`src/rtl/add16_sequencer_pkg.sv`:
```
// Shared types and helpers for the byte-serial add/subtract sequencer.
// State encodings match the legacy add_seq_defs.vh values.
package add16_sequencer_pkg;

  typedef enum logic [1:0] {
    ST_IDLE = 2'd0,
    ST_RUN  = 2'd1,
    ST_DONE = 2'd2
  } state_t;

  // Byte-counter width; a single-byte build still needs one bit of storage.
  function automatic int idx_w(input int nbytes);
    return (nbytes <= 1) ? 1 : $clog2(nbytes);
  endfunction

endpackage

```
`src/rtl/CLA_8bit.sv`:
```
// 8-bit carry-lookahead adder built from two 4-bit lookahead groups
// joined by a second level of group generate/propagate.
module CLA_8bit (
  input  logic [7:0] i_a,
  input  logic [7:0] i_b,
  input  logic       i_cin,
  output logic [7:0] o_sum,
  output logic       o_cout
);

  logic [7:0] w_p;
  logic [7:0] w_g;
  logic [4:0] w_lo;
  logic [4:0] w_hi;
  logic       w_c4;
  logic [7:0] w_c;

  // Returns {group_g, group_p, c3, c2, c1} for one 4-bit slice.
  function automatic logic [4:0] cla4(input logic [3:0] p, input logic [3:0] g,
                                      input logic c0);
    logic c1, c2, c3, gg, gp;
    c1 = g[0] | (p[0] & c0);
    c2 = g[1] | (p[1] & g[0]) | (p[1] & p[0] & c0);
    c3 = g[2] | (p[2] & g[1]) | (p[2] & p[1] & g[0]) | (p[2] & p[1] & p[0] & c0);
    gg = g[3] | (p[3] & g[2]) | (p[3] & p[2] & g[1]) | (p[3] & p[2] & p[1] & g[0]);
    gp = &p;
    return {gg, gp, c3, c2, c1};
  endfunction

  assign w_p  = i_a ^ i_b;
  assign w_g  = i_a & i_b;
  assign w_lo = cla4(w_p[3:0], w_g[3:0], i_cin);
  assign w_c4 = w_lo[4] | (w_lo[3] & i_cin);
  assign w_hi = cla4(w_p[7:4], w_g[7:4], w_c4);

  assign w_c   = {w_hi[2:0], w_c4, w_lo[2:0], i_cin};
  assign o_sum = w_p ^ w_c;
  assign o_cout = w_hi[4] | (w_hi[3] & w_lo[4]) | (w_hi[3] & w_lo[3] & i_cin);

endmodule

```
`src/rtl/add16_sequencer.sv`:
```
// Byte-serial W-bit add/subtract on one shared 8-bit CLA, LSB first, carry
// chained through a register; returns N/Z/C/V and a page-cross flag.
module add16_sequencer
  import add16_sequencer_pkg::*;
#(
  parameter int NBYTES = 2
) (
  input  logic                clk,
  input  logic                rst,
  input  logic                flush,
  input  logic                in_valid,
  output logic                in_ready,
  input  logic [8*NBYTES-1:0] in_a,
  input  logic [8*NBYTES-1:0] in_b,
  input  logic                in_cin,
  input  logic                in_sub,
  output logic                out_valid,
  input  logic                out_ready,
  output logic [8*NBYTES-1:0] out_sum,
  output logic                out_c,
  output logic                out_v,
  output logic                out_n,
  output logic                out_z,
  output logic                out_page
);

  localparam int W  = 8 * NBYTES;
  localparam int IW = idx_w(NBYTES);

  state_t        r_state;
  state_t        w_state_nxt;
  logic [IW-1:0] r_idx;
  logic          r_carry;
  logic [W-1:0]  r_a;
  logic [W-1:0]  r_bx;
  logic [W-1:0]  r_acc;
  logic          r_page_q;
  logic [W-1:0]  r_sum;
  logic          r_c;
  logic          r_v;
  logic          r_n;
  logic          r_z;
  logic          r_page;

  logic          w_accept;
  logic          w_last;
  logic [IW+2:0] w_base;
  logic [7:0]    w_a_byte;
  logic [7:0]    w_b_byte;
  logic [7:0]    w_sum_byte;
  logic          w_cout;
  logic [W-1:0]  w_sum_full;
  logic          w_page_full;

  assign in_ready  = (r_state == ST_IDLE);
  assign out_valid = (r_state == ST_DONE);
  assign w_accept  = in_valid && in_ready && !flush;
  assign w_last    = (r_idx == IW'(NBYTES - 1));
  assign w_base    = {r_idx, 3'b000};

  assign w_a_byte = r_a[w_base +: 8];
  assign w_b_byte = r_bx[w_base +: 8];

  CLA_8bit u_cla (
    .i_a    (w_a_byte),
    .i_b    (w_b_byte),
    .i_cin  (r_carry),
    .o_sum  (w_sum_byte),
    .o_cout (w_cout)
  );

  // Partial result with the current byte merged in; committed only on the
  // last byte so an aborted op never disturbs the visible result.
  always_comb begin
    w_sum_full = r_acc;
    w_sum_full[w_base +: 8] = w_sum_byte;
    w_page_full = (r_idx == '0) ? w_cout : r_page_q;
  end

  always_ff @(posedge clk or posedge rst) begin
    if (rst) r_state <= ST_IDLE;
    else     r_state <= w_state_nxt;
  end

  always_comb begin
    w_state_nxt = r_state;
    case (r_state)
      ST_IDLE: if (w_accept)  w_state_nxt = ST_RUN;
      ST_RUN:  if (w_last)    w_state_nxt = ST_DONE;
      ST_DONE: if (out_ready) w_state_nxt = ST_IDLE;
      default:                w_state_nxt = ST_IDLE;
    endcase
    if (flush) w_state_nxt = ST_IDLE;
  end

  always_ff @(posedge clk or posedge rst) begin
    if (rst) begin
      r_idx    <= '0;
      r_carry  <= 1'b0;
      r_a      <= '0;
      r_bx     <= '0;
      r_acc    <= '0;
      r_page_q <= 1'b0;
      r_sum    <= '0;
      r_c      <= 1'b0;
      r_v      <= 1'b0;
      r_n      <= 1'b0;
      r_z      <= 1'b0;
      r_page   <= 1'b0;
    end else if (flush) begin
      r_idx <= '0;
    end else begin
      case (r_state)
        ST_IDLE: begin
          if (w_accept) begin
            r_a     <= in_a;
            r_bx    <= in_b ^ {W{in_sub}};
            r_carry <= in_cin;
            r_idx   <= '0;
          end
        end
        ST_RUN: begin
          r_acc    <= w_sum_full;
          r_carry  <= w_cout;
          r_page_q <= w_page_full;
          if (w_last) begin
            r_sum  <= w_sum_full;
            r_page <= w_page_full;
            r_c    <= w_cout;
            r_v    <= (r_a[W-1] == r_bx[W-1]) && (w_sum_full[W-1] != r_a[W-1]);
            r_n    <= w_sum_full[W-1];
            r_z    <= (w_sum_full == '0);
            r_idx  <= '0;
          end else begin
            r_idx <= r_idx + 1'b1;
          end
        end
        default: ;
      endcase
    end
  end

  assign out_sum  = r_sum;
  assign out_c    = r_c;
  assign out_v    = r_v;
  assign out_n    = r_n;
  assign out_z    = r_z;
  assign out_page = r_page;

endmodule

```
`config.mk`:
```
export PLATFORM = sky130hd
export DESIGN_NAME = add16_sequencer
export DESIGN_NICKNAME = d
export VERILOG_FILES = /design/src/rtl/add16_sequencer_pkg.sv /design/src/rtl/CLA_8bit.sv /design/src/rtl/add16_sequencer.sv
export SDC_FILE = /design/constraint.sdc
export NUM_CORES = 1
export LEC_CHECK = 0
export ABC_CLOCK_PERIOD_IN_PS = 3600
export BUFFER_PORTS_ARGS = -buffer_cell sky130_fd_sc_hd__buf_4
export CORE_ASPECT_RATIO = 1.75
export CORE_MARGIN = 1
export CORE_UTILIZATION = 49
export CTS_BUF_LIST = sky130_fd_sc_hd__clkbuf_8 sky130_fd_sc_hd__clkbuf_16
export DETAILED_ROUTE_END_ITERATION = 16
export GPL_TIMING_DRIVEN = 0
export PLACE_DENSITY = 0.86
export SYNTH_ARGS = -nofsm -noshare
export SYNTH_HDL_FRONTEND = slang
export SYNTH_SLANG_ARGS = --single-unit
```
`constraint.sdc`:
```
create_clock -name clk -period 3.6 [get_ports clk]
set_clock_uncertainty 0.15 [all_clocks]
set_input_delay 0.36 -clock clk [delete_from_list [all_inputs] [get_ports clk]]
set_output_delay 0.36 -clock clk [all_outputs]
set_load 0.01 [all_outputs]
```
==> results by group <==
Placed design
  – IO buf count: 59
  – HPWL after DPL: 5.35 mm
  – Placed Area: 0.00375 sq mm
  – GPL Wtd Cong: 0.854
  – Pre-CTS setup slack: -0.400 ns

Synth
  – Yosys warnings: 0
  – Synthesized area: 0.00319 sq mm
  – Post-Synthesis Cells: 308
  – Mean Syn Cell Area: 10.3 sq um
  – Sequential fraction of the synthesis area: 0.511
  – Dominant cells by area after synthesis: dfrtp_1 (51%), mux2_2 (11%), nand2_1 (6.7%)
  – Yosys top cell area share: 0.511
  – Netlist cell types: 40
  – Cell taking the most area after synthesis: dfrtp_1
  – FF+latch count, synth: 65
  – Post-Syn Nets: 357

Final layout
  – Final net count: 427
  – Area growth, synth to finish: 24.7%
  – Non-Filler Cell Area, Final: 0.00397 sq mm
  – Most common cell after layout, fill and taps aside: dfrtp_1
  – # diodes: 0
  – Most frequent cells in the layout: dfrtp_1 (64), buf_4 (60), nand2_1 (57), mux2_2 (31), nor2_1 (26)
  – Share of layout cells above drive strength 1: 0.298
  – # fillers: 528

STA
  – Pins over their slew limit: 0
  – Final critical-path required period: 3.40 ns
  – Hold Vio Cnt, Final: 0
  – Crit share post-route: 0.944
  – RSZ-0062 raised after global routing: false
  – Max-slew headroom: 0.553
  – PnR worst setup slack: 0.203 ns
  – Slew @ Worst Pin: 0.669 ns
  – Max Freq: 0.294 GHz
  – Endpoints failing setup: 0

Worst setup path
  – Worst setup path startpoint: r_idx$_DFFE_PP0P_
  – Worst reg2reg path startpoint: r_idx$_DFFE_PP0P_
  – Crit Path Max Fanout: 10
  – Worst R2R Path Depth: 8
  – CP endpoint kind: register
  – R2r setup slk: 0.20 ns
  – Critical path type: reg -> reg
  – Required time of the critical path: 3.69 ns
  – CP arrival: 3.49 ns
  – Startpoint type of the worst setup path: register

CTS
  – Clock tree sinks: 65
  – Clock slew at the register clock pins of the worst setup and hold paths: 0.07 ns
  – CTS root buffer: clkbuf_8
  – Worst-Skew Late Latency: 0.34 ns
  – TritonCTS clock tree: built
  – CTS HTree Levels: 3
  – CTS max path bufs: 2
  – Num CTS Buffers: 9
  – Setup bufs post-CTS: 0

Global routing
  – GRT Total Usage: 0.219
  – Pin count of the biggest net entering global routing: 35
  – Gr ovfl total: 0
  – Initial antenna violation count: 0
  – First-pass GRT wire length: 11.1 mm
  – Vias in the first global route: 2486

Route
  – Starting DRT DRC Count: 89
  – Pre-Repair DR Iteration Count: 4
  – Via count: 2447
  – Drt drc: 0
  – Metal-1 WL: 2.33 mm
  – Max Used Layer: met4
  – WL per Instance: 14.6 microns
  – WL met3: 223 microns
  – Remaining antenna violation count: 0
  – Vias per inst: 5.30
  – Routed met2 length: 3.99 mm
  – WL final: 6.74 mm

Die
  – Die width: 63.0 microns
  – Total die area: 0.00684 sq mm
  – Chip Height: 109 microns
  – Site row count: 38
  – Initial Utilization: 0.511
  – Boundary pin count: 62
  – Core Box Area: 0.00623 sq mm

Min path
  – Hold/Removal Path Class: in -> reg
  – Min-delay src: in_a[2]
  – Worst Hold Depth: 2

Power
  – Leakage: 1.83 nW
  – IR drop worst, VDD: 353 uV
  – Total Power: 3.02 mW
  – Power per cell area: 760 mW/mm^2

Flow run
  – Max-Cap Viols: 0

Run status
  – Status: finished, final reports clean
[final cells by class]
cell class	instances	area, sq um	share of cell area
clock inverters	5	72.6	0.0183
plain buffers	17	80.1	0.0202
flip-flops and latches	65	1630	0.410
clock buffers	10	138	0.0346
multi-input cells	221	1470	0.370
inverters	3	11.3	0.00283
repair buffers	61	473	0.119
well taps	80	100	0.0252
[Yosys cell counts]
cell,number
nor2_1,26
o21a_1,3
nor4b_1,1
nor2b_1,3
a41o_1,1
o21ai_0,12
ha_1,8
nor3b_1,1
o211ai_1,3
xor2_1,3
mux2i_1,1
a311o_1,1
a31o_2,1
a31oi_1,1
clkbuf_1,14
dfrtp_1,65
nor4_1,2
buf_4,1
mux2_2,31
xnor2_1,19
nand4_1,2
or3_1,2
o311ai_0,1
nor3_1,1
buf_1,2
fa_1,2
or2_2,1
o31ai_1,1
nand3_1,2
mux2_1,1
a21oi_1,23
a211oi_1,2
a211o_1,4
a22oi_1,1
and2_2,1
nand2b_1,2
buf_2,2
nand2_1,57
inv_1,3
nor3b_2,1
[critical path: stages, from the launching register on]
cell and delay, ns:
dfrtp_2 0.44, clkbuf_1 0.46, mux2_2 0.41, ha_1 0.37, a211o_1 0.34, a211o_1 0.31
a311o_1 0.39, and2_2 0.21, a41o_1 0.21
[power by group]
part | internal, mW | leakage (nW) | total [mW] | switching, mW
combinational | 0.589 | 0.932 | 1.22 | 0.632
clock | 0.399 | 0.115 | 0.658 | 0.259
sequential | 0.981 | 0.779 | 1.14 | 0.159
total | 1.97 | 1.83 | 3.02 | 1.05
[through the flow]
step / TNS (ns) / std cells / hold WS (ns) / utilization
2_1_floorplan: 0 / 308 / 0.289 / -
3_5_place_dp: -0.519 / 448 / 0.314 / 0.602
5_1_grt: 0 / 462 / 0.0764 / 0.638
6_report: 0 / 462 / 0.0885 / 0.638
3_3_place_gp: -0.384 / 447 / 0.305 / 0.599
4_1_cts: 0 / 463 / 0.0721 / 0.638
[timing repair]
item | 4_1_cts | 5_1_grt
resized for setup | 3 | 1
hold buffers | 1 | 0
hold endpoints to repair | 31 | 0
endpoints found under the setup margin | 3 | 1
[cell families after synthesis]
group	count (synthesis)	share of synthesized area
DFF	65	0.511
adders and majority gates	10	0.0440
AOI/OAI and AO/OA	54	0.103
xor gates and xnor gates	22	0.0605
and+or+nand+nor	102	0.137
buffers and inverters	22	0.0279
muxes	33	0.116
[path summary, 6_finish.rpt]
check                                         end
setup / recovery                out_z$_DFFE_PP0P_
hold / removal                 r_a[2]$_DFFE_PP0P_
setup reg to reg                out_z$_DFFE_PP0P_
hold reg to reg            out_sum[0]$_DFFE_PP0P_
max in group asynchronous       r_idx$_DFFE_PP0P_
min in group asynchronous      r_a[0]$_DFFE_PP0P_
[sequential cells by signal (all words and copies together) (netlist names)]
signal    cells
out_page      1
out_sum      16
r_idx         1
r_a          16
r_acc         8
r_state       2
out_c         1
r_carry       1
out_z         1
r_bx         16
out_v         1
r_page_q      1
[routing by layer]
| metal | vias up | global-route usage |
|---|---|---|
| met5 | - | 0 |
| met4 | 0 | 0.128 |
| met3 | 20 | 0.0523 |
| met2 | 62 | 0.428 |
| met1 | 1185 | 0.199 |
| li1 | 1180 | - |
No activity file was read; power rests on OpenSTA's default activity.
